[src/rtl/btn_ctrl_pkg.sv]
// Shared types and constants for the round-robin button debounce controller.
package btn_ctrl_pkg;

    typedef enum logic {
        SCAN    = 1'b0,
        QUALIFY = 1'b1
    } scan_state_t;

    // Full-rate hold count and the reduced count used for short simulations.
    localparam int unsigned HOLD_MAX_DEFAULT = 32'h0000_FFFF;
    localparam int unsigned HOLD_SIM         = 15;

    // Scan pointer width; a single button still needs one bit.
    function automatic int unsigned idx_w(input int unsigned n);
        return (n > 1) ? $clog2(n) : 1;
    endfunction

endpackage

[src/rtl/btn_sync.sv]
// Two-flop synchronizer for one asynchronous button pin.
module btn_sync (
    input  logic clk,
    input  logic rst,
    input  logic d,
    output logic q
);

    logic meta_q;

    // Capture the raw pin, then re-register to let metastability settle.
    always_ff @(posedge clk) begin
        if (rst) begin
            meta_q <= 1'b0;
            q      <= 1'b0;
        end else begin
            meta_q <= d;
            q      <= meta_q;
        end
    end

endmodule

[src/rtl/btn_scan_ctrl.sv]
// Round-robin debounce of NUM_BTN buttons sharing a single hold counter.
// Optional macro BTN_RELEASE_DEBOUNCE_EN: releases are qualified like presses;
// without it a release clears the level one cycle after the synchronized drop.
module btn_scan_ctrl
    import btn_ctrl_pkg::*;
#(
    parameter int unsigned NUM_BTN  = 4,
    parameter int unsigned CNT_W    = 16,
    parameter int unsigned HOLD_MAX = HOLD_MAX_DEFAULT,
    localparam int unsigned IDX_W   = idx_w(NUM_BTN)
) (
    input  logic               clk,
    input  logic               rst,
    input  logic [NUM_BTN-1:0] btn_raw,
    output logic [NUM_BTN-1:0] btn_level,
    output logic [NUM_BTN-1:0] btn_pulse,
    output logic               busy,
    output logic [IDX_W-1:0]   active_idx
);

    logic [NUM_BTN-1:0] sync;
    scan_state_t        state_q, state_d;
    logic [CNT_W-1:0]   cnt_q, cnt_d;
    logic [IDX_W-1:0]   idx_d, idx_next;
    logic [NUM_BTN-1:0] level_d, pulse_d;
    logic               busy_d;
    logic               mismatch;

    // One synchronizer per button pin.
    for (genvar g = 0; g < NUM_BTN; g++) begin : g_sync
        btn_sync u_sync (
            .clk (clk),
            .rst (rst),
            .d   (btn_raw[g]),
            .q   (sync[g])
        );
    end

    // Scan pointer successor with wrap to button 0.
    always_comb begin
        idx_next = active_idx + IDX_W'(1);
        if (active_idx == IDX_W'(NUM_BTN - 1)) begin
            idx_next = '0;
        end
    end

    // Difference that the shared counter qualifies for the scanned button.
    always_comb begin
`ifdef BTN_RELEASE_DEBOUNCE_EN
        mismatch = sync[active_idx] ^ btn_level[active_idx];
`else
        mismatch = sync[active_idx] & ~btn_level[active_idx];
`endif
    end

    // Scan scheduler next-state, counter and level update.
    always_comb begin
        state_d = state_q;
        cnt_d   = cnt_q;
        idx_d   = active_idx;
`ifdef BTN_RELEASE_DEBOUNCE_EN
        level_d = btn_level;
`else
        // Releases bypass the scheduler and clear all buttons in parallel.
        level_d = btn_level & sync;
`endif
        case (state_q)
            SCAN: begin
                if (mismatch) begin
                    state_d = QUALIFY;
                    cnt_d   = '0;
                end else begin
                    idx_d = idx_next;
                end
            end
            QUALIFY: begin
                if (mismatch) begin
                    if (cnt_q == CNT_W'(HOLD_MAX)) begin
                        level_d[active_idx] = ~btn_level[active_idx];
                        cnt_d   = '0;
                        state_d = SCAN;
                        idx_d   = idx_next;
                    end else begin
                        cnt_d = cnt_q + CNT_W'(1);
                    end
                end else begin
                    // Bounce: give up this turn without touching the level.
                    cnt_d   = '0;
                    state_d = SCAN;
                    idx_d   = idx_next;
                end
            end
            default: begin
                state_d = SCAN;
                cnt_d   = '0;
            end
        endcase
        pulse_d = level_d & ~btn_level;
        busy_d  = (state_d == QUALIFY);
    end

    // State and registered outputs.
    always_ff @(posedge clk) begin
        if (rst) begin
            state_q    <= SCAN;
            cnt_q      <= '0;
            active_idx <= '0;
            btn_level  <= '0;
            btn_pulse  <= '0;
            busy       <= 1'b0;
        end else begin
            state_q    <= state_d;
            cnt_q      <= cnt_d;
            active_idx <= idx_d;
            btn_level  <= level_d;
            btn_pulse  <= pulse_d;
            busy       <= busy_d;
        end
    end

endmodule

[config.mk]
export PLATFORM = sky130hd
export DESIGN_NAME = btn_scan_ctrl
export DESIGN_NICKNAME = d
export VERILOG_FILES = /design/src/rtl/btn_ctrl_pkg.sv /design/src/rtl/btn_sync.sv /design/src/rtl/btn_scan_ctrl.sv
export SDC_FILE = /design/constraint.sdc
export NUM_CORES = 1
export LEC_CHECK = 0
export CELL_PAD_IN_SITES_DETAIL_PLACEMENT = 1
export CELL_PAD_IN_SITES_GLOBAL_PLACEMENT = 1
export CORE_ASPECT_RATIO = 0.6
export CORE_MARGIN = 2
export CORE_UTILIZATION = 51
export DETAILED_ROUTE_END_ITERATION = 8
export DONT_BUFFER_PORTS = 1
export PLACE_DENSITY = 0.94
export RECOVER_POWER = 100
export SETUP_SLACK_MARGIN = 0.05
export SYNTH_ARGS = -nofsm -noshare
export SYNTH_HDL_FRONTEND = slang
export SYNTH_SLANG_ARGS = --single-unit
[constraint.sdc]
create_clock -name clk -period 5.8 [get_ports clk]
set_input_delay 0.87 -clock clk [delete_from_list [all_inputs] [get_ports clk]]
set_output_delay 0.87 -clock clk [all_outputs]
set_load 0.05 [all_outputs]
==> results of run 1 <==
## cells in the final DEF, fill, tap and decap left out, drive strengths merged, types with 2 or more instances in the layout
master / instances
and4bb: 3
a22oi: 4
ha: 5
o21ai: 2
clkbuf: 8
a21o: 2
a21oi: 10
nor3: 6
nand3: 13
mux2i: 2
nor2: 15
nand4: 2
and3: 4
or4: 3
a31oi: 4
and4: 2
nand2: 14
nor3b: 4
inv: 2
or3: 4
a22o: 3
dfxtp: 35
nor2b: 10
## where the power goes
group	total, mW	internal, mW	switching (mW)
clock	0.192	0.108	0.0834
combinational	0.0402	0.0183	0.0218
sequential	0.273	0.247	0.0261
## state kept, by name (all words and copies together) (netlist names)
register	cells
btn_level	4
g_sync.u_sync.q	4
state_q	1
active_idx	2
cnt_q	16
btn_pulse	4
g_sync.u_sync.meta_q	4
## layer usage
layer,GRT usage [%],wire (µm),vias to the layer above
met3,6.13,232,4
li1,-,-,605
met2,35.1,1630,34
met5,0,0,-
met4,8.93,44,0
met1,33.3,1770,590
## through the flow
| step | cells | worst slack [ns] |
|---|---|---|
| 2_1_floorplan | 163 | 3.56 |
| 3_3_place_gp | 201 | 3.35 |
| 3_5_place_dp | 201 | 3.18 |
| 4_1_cts | 209 | 3.11 |
| 5_1_grt | 209 | 2.12 |
| 6_report | 209 | 2.28 |
## worst max-delay path by stage
| stage | slack (ns) | end | start | depth (start not counted) |
|---|---|---|---|---|
| 2_1_floorplan | 3.56 | active_idx[0] | active_idx[1] | 5 |
| 3_3_place_gp | 3.35 | btn_pulse[1] | active_idx[0] | 5 |
| 3_5_place_dp | 3.18 | btn_pulse[0] | active_idx[0] | 5 |
| 4_1_cts | 3.11 | btn_pulse[0] | active_idx[0] | 5 |
| 5_1_grt | 2.12 | cnt_q[6] | active_idx[1] | 5 |
| 6_report | 2.28 | cnt_q[6] | active_idx[1] | 5 |
## final cells by class
type | instances | share of cell area [%]
clock buffers | 8 | 6.12
inverters | 2 | 0.459
multi-input cells | 122 | 47.4
flip-flops and latches | 35 | 42.8
well taps | 42 | 3.21
## critical path: stages, from the launching register on
cell and delay [ns]:
sky130_fd_sc_hd__dfxtp_1 0.80, sky130_fd_sc_hd__and4bb_4 0.30, sky130_fd_sc_hd__o41ai_1 1.20, sky130_fd_sc_hd__nor2_1 0.51, sky130_fd_sc_hd__and3_1 0.33, sky130_fd_sc_hd__a221o_1 0.26
## cells by family after synthesis
kind of cell | Yosys count
compound gates | 30
mux | 2
buf+inv | 6
fa+ha+maj | 5
flops | 35
xor+xnor | 1
simple gates | 84
==> key figures, run 1 <==
Status
  – Result of the run: finished clean

Clock network
  – Buffer levels on the longest clock path: 2
  – Root Driver: sky130_fd_sc_hd__clkbuf_8
  – Number of sinks handled by clock tree synthesis: 35
  – TritonCTS clock tree: yes
  – Resized Gates After CTS: 0
  – Quantity of hold-fixing buffers added after cts: 0
  – Clock edge transition at the registers on the reported setup and hold paths: 0.07 ns
  – Number of setup buffers added after CTS: 0
  – Clock buffer count from CTS: 5
  – H-Tree Depth: 2
  – Clock latency on the worst-skew pair: 0.28 ns

Cells and area
  – Layout area overhead: 5.66%
  – Final design utilization: 56.9%
  – Multi-input gate area: 774 µm²
  – Antenna diode count: 0
  – Finished Cell Area: 1640 µm²
  – Register area: 701 µm²
  – Number of nets at the end of the flow: 177
  – Share of final-layout standard cells stronger than drive strength 1: 7.19%
  – Fill count: 343

Synth
  – List of most frequent post-synthesis cells: sky130_fd_sc_hd__dfxtp_1 (35), sky130_fd_sc_hd__nor2_1 (15), sky130_fd_sc_hd__nand2_1 (14), sky130_fd_sc_hd__nand3_1 (13), sky130_fd_sc_hd__nor2b_1 (10)
  – Yosys cell types: 40
  – Net count after synthesis: 174
  – XOR/XNOR share of the synthesized area: 0.566%
  – Post-synth top area share: 45.3%
  – Syn Std Cell Area: 1550 µm²
  – Avg Inst Size Synth: 9.50 µm²
  – Post-synthesis share of cell area spent on and, or, nand and nor gates: 32.2%
  – Multiplexer area fraction after synthesis: 1.29%
  – Post-synth top area cell: sky130_fd_sc_hd__dfxtp_1
  – Largest family of logic cells by synthesized area: simple AND/OR/NAND/NOR gates
  – Proportion of synthesized flip-flops having asynchronous set or reset: 0%
  – Top flip-flop cell by instance count after synthesis: sky130_fd_sc_hd__dfxtp_1
  – Count of mapped cells out of synthesis: 163
  – Number of enable flip-flop cells after synthesis: 0
  – Synth warnings: 0
  – Synthesized-area fraction occupied by ao, oa, aoi and oai cells: 15.1%
  – Adder-cell share of the synthesized area: 4.04%
  – Library cell with the highest instance count after synthesis: sky130_fd_sc_hd__dfxtp_1
  – Synthesized flop and latch total: 35
  – Sequential area share after synthesis: 45.3%
  – Cell types occupying the most area after synthesis: sky130_fd_sc_hd__dfxtp_1 (45%), sky130_fd_sc_hd__nand3_1 (4.2%), sky130_fd_sc_hd__ha_1 (4.0%), sky130_fd_sc_hd__nor2b_1 (4.0%), sky130_fd_sc_hd__nor2_1 (3.6%)

Floorplan
  – Die Width: 75.1 µm
  – Core outline area: 2870 µm²
  – Row cnt: 15
  – Area enclosed by the die boundary: 3510 µm²
  – Initial core utilization: 53.9%
  – Num ports: 17
  – DIE HEIGHT: 46.7 µm

Worst setup path
  – Crit path required time: 5.97 ns
  – Register-to-Register Path Depth: 5
  – Critical Setup Path Class: reg -> reg
  – Worst Path Max Fanout: 13
  – Kind of start point of the critical path: flop
  – Crit path arrival time: 3.69 ns
  – Beginning of the worst register-to-register path: active_idx[1]
  – Critical Path End Type: flop
  – Setup slack, reg-to-reg: 2.28 ns
  – Destination of the worst register-to-register timing path: cnt_q[6]

Global routing
  – Global route overflow: 0
  – First-pass GRT wire length: 5890 µm
  – Vias in the first global route: 1165
  – Initial antenna violation count: 0
  – Pin count of the biggest net entering global routing: 26
  – Total track usage: 23.7%

Detailed routing
  – Number of violations reported at the end of detailed-routing iteration 0: 70
  – Total routed wirelength: 3670 µm
  – DR pass1 iterations: 4
  – Mean routed wirelength per cell: 17.6 µm
  – Number of antenna-violating nets in the routed design: 0
  – Post-route DRC: 0
  – Via count: 1233
  – Mean number of vias per cell: 5.90

Hold path
  – Hold-critical path endpoint: g_sync[1].u_sync.q
  – Number of cells on the worst hold path: 1
  – Worst hold path startpoint: g_sync[1].u_sync.meta_q
  – Class of the tightest hold or removal check: reg -> reg

STA
  – Final critical delay including setup and external delays: 3.52 ns
  – Final-layout setup total negative slack: 0 ns
  – Max Fclk: 0.284 GHz
  – Final setup violation count: 0
  – Max transition margin: 4.61%
  – Clock Skew: 0.00557 ns
  – Total count of max-transition violations in the final report: 0
  – Worst-margin pin slew: 1.41 ns
  – Worst-case hold slack: 0.446 ns
  – Post-route fraction of the period consumed by the critical path: 60.7%
  – Setup repair after global routing missed its margin: false
  – Final Hold Viols: 0

Placement
  – Last weighted congestion value of the routability-driven placer: 0.786
  – Placed wire-length estimate after detailed placement: 2590 µm
  – Cell Area, Placed: 1580 µm²
  – Buffers added on ports: 0

Power
  – Leakage: 0.629 nW
  – Maximum resistive drop on vdd: 178 µV
  – Power density over the cells: 309 nW/µm²
  – Total power draw: 505 µW

Job
  – Number of maximum-capacitance constraint violations: 0
Power figures use the tool's default switching activity.
==> run 2: changes to the inputs <==
- CORE_UTILIZATION: 51 -> 47
- PLACE_DENSITY: 0.94 -> 0.88
- clock period: 5.8 -> 3.55 ns (I/O delays scaled with it)
==> run 2 against run 1 <==
Effect of this change: flip-flop and latch count did not move; sequential power rose by 64%; combinational power is 76% higher; count of clock-buffer cells in the layout fell by 3; clock skew up 0.00054 ns; critical path type unchanged; highest routed layer unchanged.
==> key figures, run 2 (synthesized netlist as in run 1, its figures left out) <==
Worst setup path
  – Sequence of cells on the critical path: and4bb_1 -> or4_1 -> a21boi_0 -> or3_1 -> a21oi_1
  – Destination of the worst register-to-register timing path: active_idx[0]
  – Kind of start point of the critical path: flop
  – Critical Setup Path Class: reg -> reg
  – Cell family with the largest share of critical-path delay: simple AND/OR/NAND/NOR gates
  – Crit path required time: 3.78 ns
  – Beginning of the worst register-to-register path: active_idx[0]
  – Critical Path End Type: flop
  – Number of logic stages on the critical path including buffering: 5
  – Crit path arrival time: 2.95 ns
  – Worst Path Max Fanout: 10
  – Slowest Stage Delay on Critical Path: 0.85 ns
  – Worst setup endpoint: active_idx[0]
  – Slowest cell on the critical path: sky130_fd_sc_hd__dfxtp_1
  – Buf+Inv Stages, Crit Path: 0
  – Register-to-Register Path Depth: 5
  – Setup slack, reg-to-reg: 0.84 ns
  – First element of the critical path: active_idx[0]

Cells and area
  – Flip-flop count of the largest register, all copies and words added: 16
  – Leading cell type in the layout, fill and taps excluded: sky130_fd_sc_hd__dfxtp_1
  – Antenna diode count: 0
  – Layout area overhead: 10.2%
  – Share of final-layout standard cells stronger than drive strength 1: 8.98%
  – Register with the highest flop count: cnt_q
  – Number of nets at the end of the flow: 177
  – Final design utilization: 53.2%
  – Most used cells in the layout excluding fill and tap cells: sky130_fd_sc_hd__dfxtp_1 (35), sky130_fd_sc_hd__nor2_1 (15), sky130_fd_sc_hd__nand2_1 (14)

Floorplan
  – Die Width: 78.1 µm
  – Initial core utilization: 48.3%
  – Row cnt: 16
  – Core outline area: 3200 µm²
  – Area enclosed by the die boundary: 3780 µm²
  – DIE HEIGHT: 48.5 µm
  – Num ports: 17

Hold path
  – Class of the tightest hold or removal check: in -> reg

Detailed routing
  – Detail Route met2 WL: 1870 µm
  – Wire length on met3: 183 µm
  – Post-route DRC: 0
  – Via count: 1269
  – Number of violations reported at the end of detailed-routing iteration 0: 96
  – Mean routed wirelength per cell: 18.7 µm
  – Uppermost metal layer occupied by signal nets: met4
  – DR pass1 iterations: 4
  – Mean number of vias per cell: 5.99
  – Total routed wirelength: 3970 µm
  – M1 wire length: 1850 µm
  – Number of antenna-violating nets in the routed design: 0

STA
  – Final worst setup slack: 0.836 ns
  – Worst-margin pin slew: 0.807 ns
  – Final Hold Viols: 0
  – Final setup violation count: 0
  – Final-layout setup total negative slack: 0 ns
  – Max Fclk: 0.368 GHz
  – Total count of max-transition violations in the final report: 0
  – Post-route fraction of the period consumed by the critical path: 76.5%
  – Worst-case hold slack: 0.289 ns
  – Max transition margin: 46.2%
  – Clock Skew: 0.00610 ns
  – Final critical delay including setup and external delays: 2.71 ns
  – Setup repair after global routing missed its margin: false

Clock network
  – Number of setup buffers added after CTS: 0
  – Number of sinks handled by clock tree synthesis: 35
  – Clock buffer count from CTS: 5
  – Clock edge transition at the registers on the reported setup and hold paths: 0.08 ns
  – Root Driver: sky130_fd_sc_hd__clkbuf_8
  – Clock latency on the worst-skew pair: 0.31 ns
  – H-Tree Depth: 2
  – Buffer levels on the longest clock path: 2
  – Resized Gates After CTS: 0
  – TritonCTS clock tree: yes
  – Quantity of hold-fixing buffers added after cts: 0

Global routing
  – Total track usage: 23.1%
  – First-pass GRT wire length: 6600 µm
  – Initial antenna violation count: 0
  – Vias in the first global route: 1293
  – Global route overflow: 0
  – Pin count of the biggest net entering global routing: 26

Power
  – Power density over the cells: 565 nW/µm²
  – Leakage: 0.659 nW
  – Maximum resistive drop on vdd: 287 µV
  – Total power draw: 963 µW

Status
  – Result of the run: finished clean

Placement
  – Pre-CTS WS: 0.899 ns
  – Last weighted congestion value of the routability-driven placer: 0.819
  – Placed wire-length estimate after detailed placement: 2590 µm
  – Buffers added on ports: 0

Job
  – Number of maximum-capacitance constraint violations: 0
## run 2: worst reg2reg max path, cell delays in order (launching register included)
cell,delay [ns]
sky130_fd_sc_hd__dfxtp_1,0.85
sky130_fd_sc_hd__and4bb_1,0.30
sky130_fd_sc_hd__or4_1,0.60
sky130_fd_sc_hd__a21boi_0,0.28
sky130_fd_sc_hd__or3_1,0.45
sky130_fd_sc_hd__a21oi_1,0.16
## run 2: power by group
group / switching (mW) / internal [mW]
Clock: 0.165 / 0.280
Sequential: 0.0442 / 0.403
Combinational: 0.0391 / 0.0315
Total: 0.248 / 0.715
## run 2: worst min-delay path by stage
| stage | startpoint | to | slack [ns] | cells after the start |
|---|---|---|---|---|
| 2_1_floorplan | g_sync[0].u_sync.meta_q | g_sync[0].u_sync.q | 0.41 | 1 |
| 3_3_place_gp | g_sync[2].u_sync.meta_q | g_sync[2].u_sync.q | 0.42 | 1 |
| 3_5_place_dp | g_sync[3].u_sync.meta_q | g_sync[3].u_sync.q | 0.43 | 1 |
| 4_1_cts | rst | active_idx[0] | 0.28 | 1 |
| 5_1_grt | rst | btn_level[3] | 0.28 | 1 |
| 6_report | rst | btn_level[1] | 0.29 | 1 |
## run 2: layout make-up
class	instances	area [µm²]
fillers	379	1500
multi-input cells	122	805
flip-flops and latches	35	701
clock buffers	5	68.8
clock inverters	3	67.6
well taps	45	56.3
inverters	2	7.51
## run 2: through the flow
step,cell area [µm²],instances
after detailed placement,1590,204
final,1710,212
after CTS,1720,212
after global routing,1710,212
after global placement,1590,204
after floorplan,1550,163
## run 2: metal layers
metal / vias up / global-route usage, %
li1: 606 / -
met1: 621 / 29.8
met2: 35 / 36.8
met3: 7 / 8.40
met4: 0 / 6.43
met5: - / 0
==> run 3: changes to the inputs <==
- clock period: 3.55 -> 2.8 ns (I/O delays scaled with it)
==> run 3 against run 2 <==
Effect of this change: die area unchanged; total power rose by 7.4%; clock skew is 0.00055 ns lower; setup slack got worse by 0.59 ns; core utilization decreased by 1.1 points; cell count rose by 2.4%; wire length is 2.2% lower; critical path depth unchanged; sequential power rose by 20%; critical endpoint is now cnt_q[6]; largest cell class unchanged.
==> key figures, run 3 (synthesized netlist as in run 1, its figures left out) <==
Clock network
  – Clock latency on the worst-skew pair: 0.29 ns
  – Quantity of hold-fixing buffers added after cts: 0
  – Buffer levels on the longest clock path: 2
  – Number of setup buffers added after CTS: 0
  – Root Driver: sky130_fd_sc_hd__clkbuf_8
  – Clock buffer count from CTS: 5
  – TritonCTS clock tree: yes
  – H-Tree Depth: 2
  – Number of sinks handled by clock tree synthesis: 35
  – Resized Gates After CTS: 0
  – Clock edge transition at the registers on the reported setup and hold paths: 0.07 ns

Worst setup path
  – Kind of start point of the critical path: flop
  – Destination of the worst register-to-register timing path: cnt_q[6]
  – Crit path required time: 2.98 ns
  – Critical Setup Path Class: reg -> reg
  – Critical Path End Type: flop
  – Crit path arrival time: 2.74 ns
  – Register-to-Register Path Depth: 5
  – Beginning of the worst register-to-register path: active_idx[1]
  – First element of the critical path: active_idx[1]
  – Setup slack, reg-to-reg: 0.24 ns
  – Worst Path Max Fanout: 13

Power
  – Leakage: 0.646 nW
  – Combinational power share: 12.1%
  – Internal Power: 748 µW
  – Power density over the cells: 620 nW/µm²
  – Fraction of power spent switching nets: 27.7%
  – Net load switching power: 287 µW
  – Maximum resistive drop on vdd: 364 µV
  – Fraction of power consumed by the clock network: 36.1%
  – Share of power burned in registers: 51.8%

STA
  – Max transition margin: 42.3%
  – Worst-margin pin slew: 0.862 ns
  – Clock Skew: 0.00555 ns
  – Final-layout setup total negative slack: 0 ns
  – Final setup violation count: 0
  – Total count of max-transition violations in the final report: 0
  – Max Fclk: 0.391 GHz
  – Final Hold Viols: 0
  – Final critical delay including setup and external delays: 2.56 ns
  – Post-route fraction of the period consumed by the critical path: 91.3%
  – Setup repair after global routing missed its margin: false

Detailed routing
  – Mean routed wirelength per cell: 17.9 µm
  – Post-route DRC: 0
  – Via count: 1333
  – Total routed wirelength: 3890 µm
  – Number of violations reported at the end of detailed-routing iteration 0: 107
  – Number of antenna-violating nets in the routed design: 0
  – Mean number of vias per cell: 6.14
  – DR pass1 iterations: 4

Global routing
  – Pin count of the biggest net entering global routing: 26
  – Global route overflow: 0
  – Total track usage: 22.4%
  – First-pass GRT wire length: 6400 µm
  – Vias in the first global route: 1285
  – Initial antenna violation count: 0

Cells and area
  – Register with the highest flop count: cnt_q
  – Final design utilization: 52.1%
  – Antenna diode count: 0
  – Layout area overhead: 7.84%
  – Fill count: 381
  – Number of nets at the end of the flow: 183
  – Leading cell type in the layout, fill and taps excluded: sky130_fd_sc_hd__dfxtp_1
  – Flip-flop count of the largest register, all copies and words added: 16
  – Most used cells in the layout excluding fill and tap cells: sky130_fd_sc_hd__dfxtp_1 (35), sky130_fd_sc_hd__nor2_1 (15), sky130_fd_sc_hd__nand2_1 (14)
  – Share of final-layout standard cells stronger than drive strength 1: 9.30%

Placement
  – Placed wire-length estimate after detailed placement: 2870 µm
  – Last weighted congestion value of the routability-driven placer: 0.897
  – Buffers added on ports: 0

Floorplan
  – Area enclosed by the die boundary: 3780 µm²
  – DIE HEIGHT: 48.5 µm
  – Num ports: 17
  – Die Width: 78.1 µm
  – Core outline area: 3200 µm²
  – Initial core utilization: 48.3%
  – Row cnt: 16

Hold path
  – Number of cells on the worst hold path: 1
  – Hold-critical path endpoint: active_idx[0]
  – Worst hold path startpoint: rst
  – Class of the tightest hold or removal check: in -> reg

Job
  – Number of maximum-capacitance constraint violations: 0

Status
  – Result of the run: finished clean
==> run 3: cell types whose count changed in the layout (fill, tap and decap cells not counted) <==
| cell | change |
|---|---|
| sky130_fd_sc_hd__clkbuf_8 | +1 |
| sky130_fd_sc_hd__o41ai_4 | -1 |
| sky130_fd_sc_hd__clkinv_2 | +1 |
| sky130_fd_sc_hd__a21oi_1 | -1 |
| sky130_fd_sc_hd__o41ai_2 | +1 |
| sky130_fd_sc_hd__clkinvlp_4 | -1 |
| sky130_fd_sc_hd__bufinv_16 | -2 |
| sky130_fd_sc_hd__nor3_4 | -1 |
| sky130_fd_sc_hd__clkbuf_1 | +5 |
| sky130_fd_sc_hd__nor3_2 | +1 |
| sky130_fd_sc_hd__buf_4 | +1 |
| sky130_fd_sc_hd__a21oi_2 | +1 |
==> run 3: final cells by class <==
type / count / area (µm²) / area share, %
Clock buffer: 6 / 82.6 / 4.95
Sequential cell: 35 / 701 / 42.0
Timing Repair Buffer: 6 / 26.3 / 1.57
Tap cell: 45 / 56.3 / 3.37
Inverter: 2 / 7.51 / 0.450
Clock inverter: 1 / 5.00 / 0.300
Multi-Input combinational cell: 122 / 791 / 47.4
==> run 3: worst max-delay path by stage <==
stage / to / slack [ns] / depth (start not counted)
floorplan: active_idx[0] / 0.56 / 5
global placement: btn_pulse[0] / 0.60 / 5
detailed placement: btn_pulse[0] / 0.41 / 5
CTS: btn_pulse[0] / 0.39 / 5
global route: cnt_q[6] / 0.10 / 5
finish: cnt_q[6] / 0.24 / 5
==> run 3: power by group through the flow <==
stage | combinational, mW | sequential, mW | clock [mW]
after floorplan | 0.0781 | 0.571 | 0
after global placement | 0.133 | 0.543 | 0
after detailed placement | 0.139 | 0.546 | 0
after CTS | 0.141 | 0.535 | 0.385
after global routing | 0.137 | 0.539 | 0.401
final | 0.126 | 0.536 | 0.374
==> run 3: critical path, cell delays in order, from the launching register on <==
cell and delay [ns]:
sky130_fd_sc_hd__dfxtp_1 0.53, sky130_fd_sc_hd__and4bb_4 0.26, sky130_fd_sc_hd__o41ai_2 0.72, sky130_fd_sc_hd__nor2_1 0.41, sky130_fd_sc_hd__and3_1 0.29, sky130_fd_sc_hd__a221o_1 0.25
==> run 3: stage by stage <==
stage / instance area (µm²) / std cells / worst slack, ns / hold slack [ns] / power [mW]
finish: 1670 / 217 / 0.243 / 0.176 / 1.04
global route: 1670 / 217 / 0.101 / 0.176 / 1.08
floorplan: 1550 / 163 / 0.555 / 0.414 / 0.649
global placement: 1630 / 210 / 0.601 / 0.417 / 0.676
detailed placement: 1630 / 210 / 0.408 / 0.427 / 0.686
CTS: 1720 / 217 / 0.389 / 0.175 / 1.06
==> run 3: metal layers <==
layer / GRT usage, % / share of wire (%) / wire length [µm]
met5: 0 / 0 / 0
met4: 12.6 / 2.9 / 114
met3: 6.72 / 8.3 / 321
met2: 32.9 / 44 / 1720
met1: 29.5 / 45 / 1730
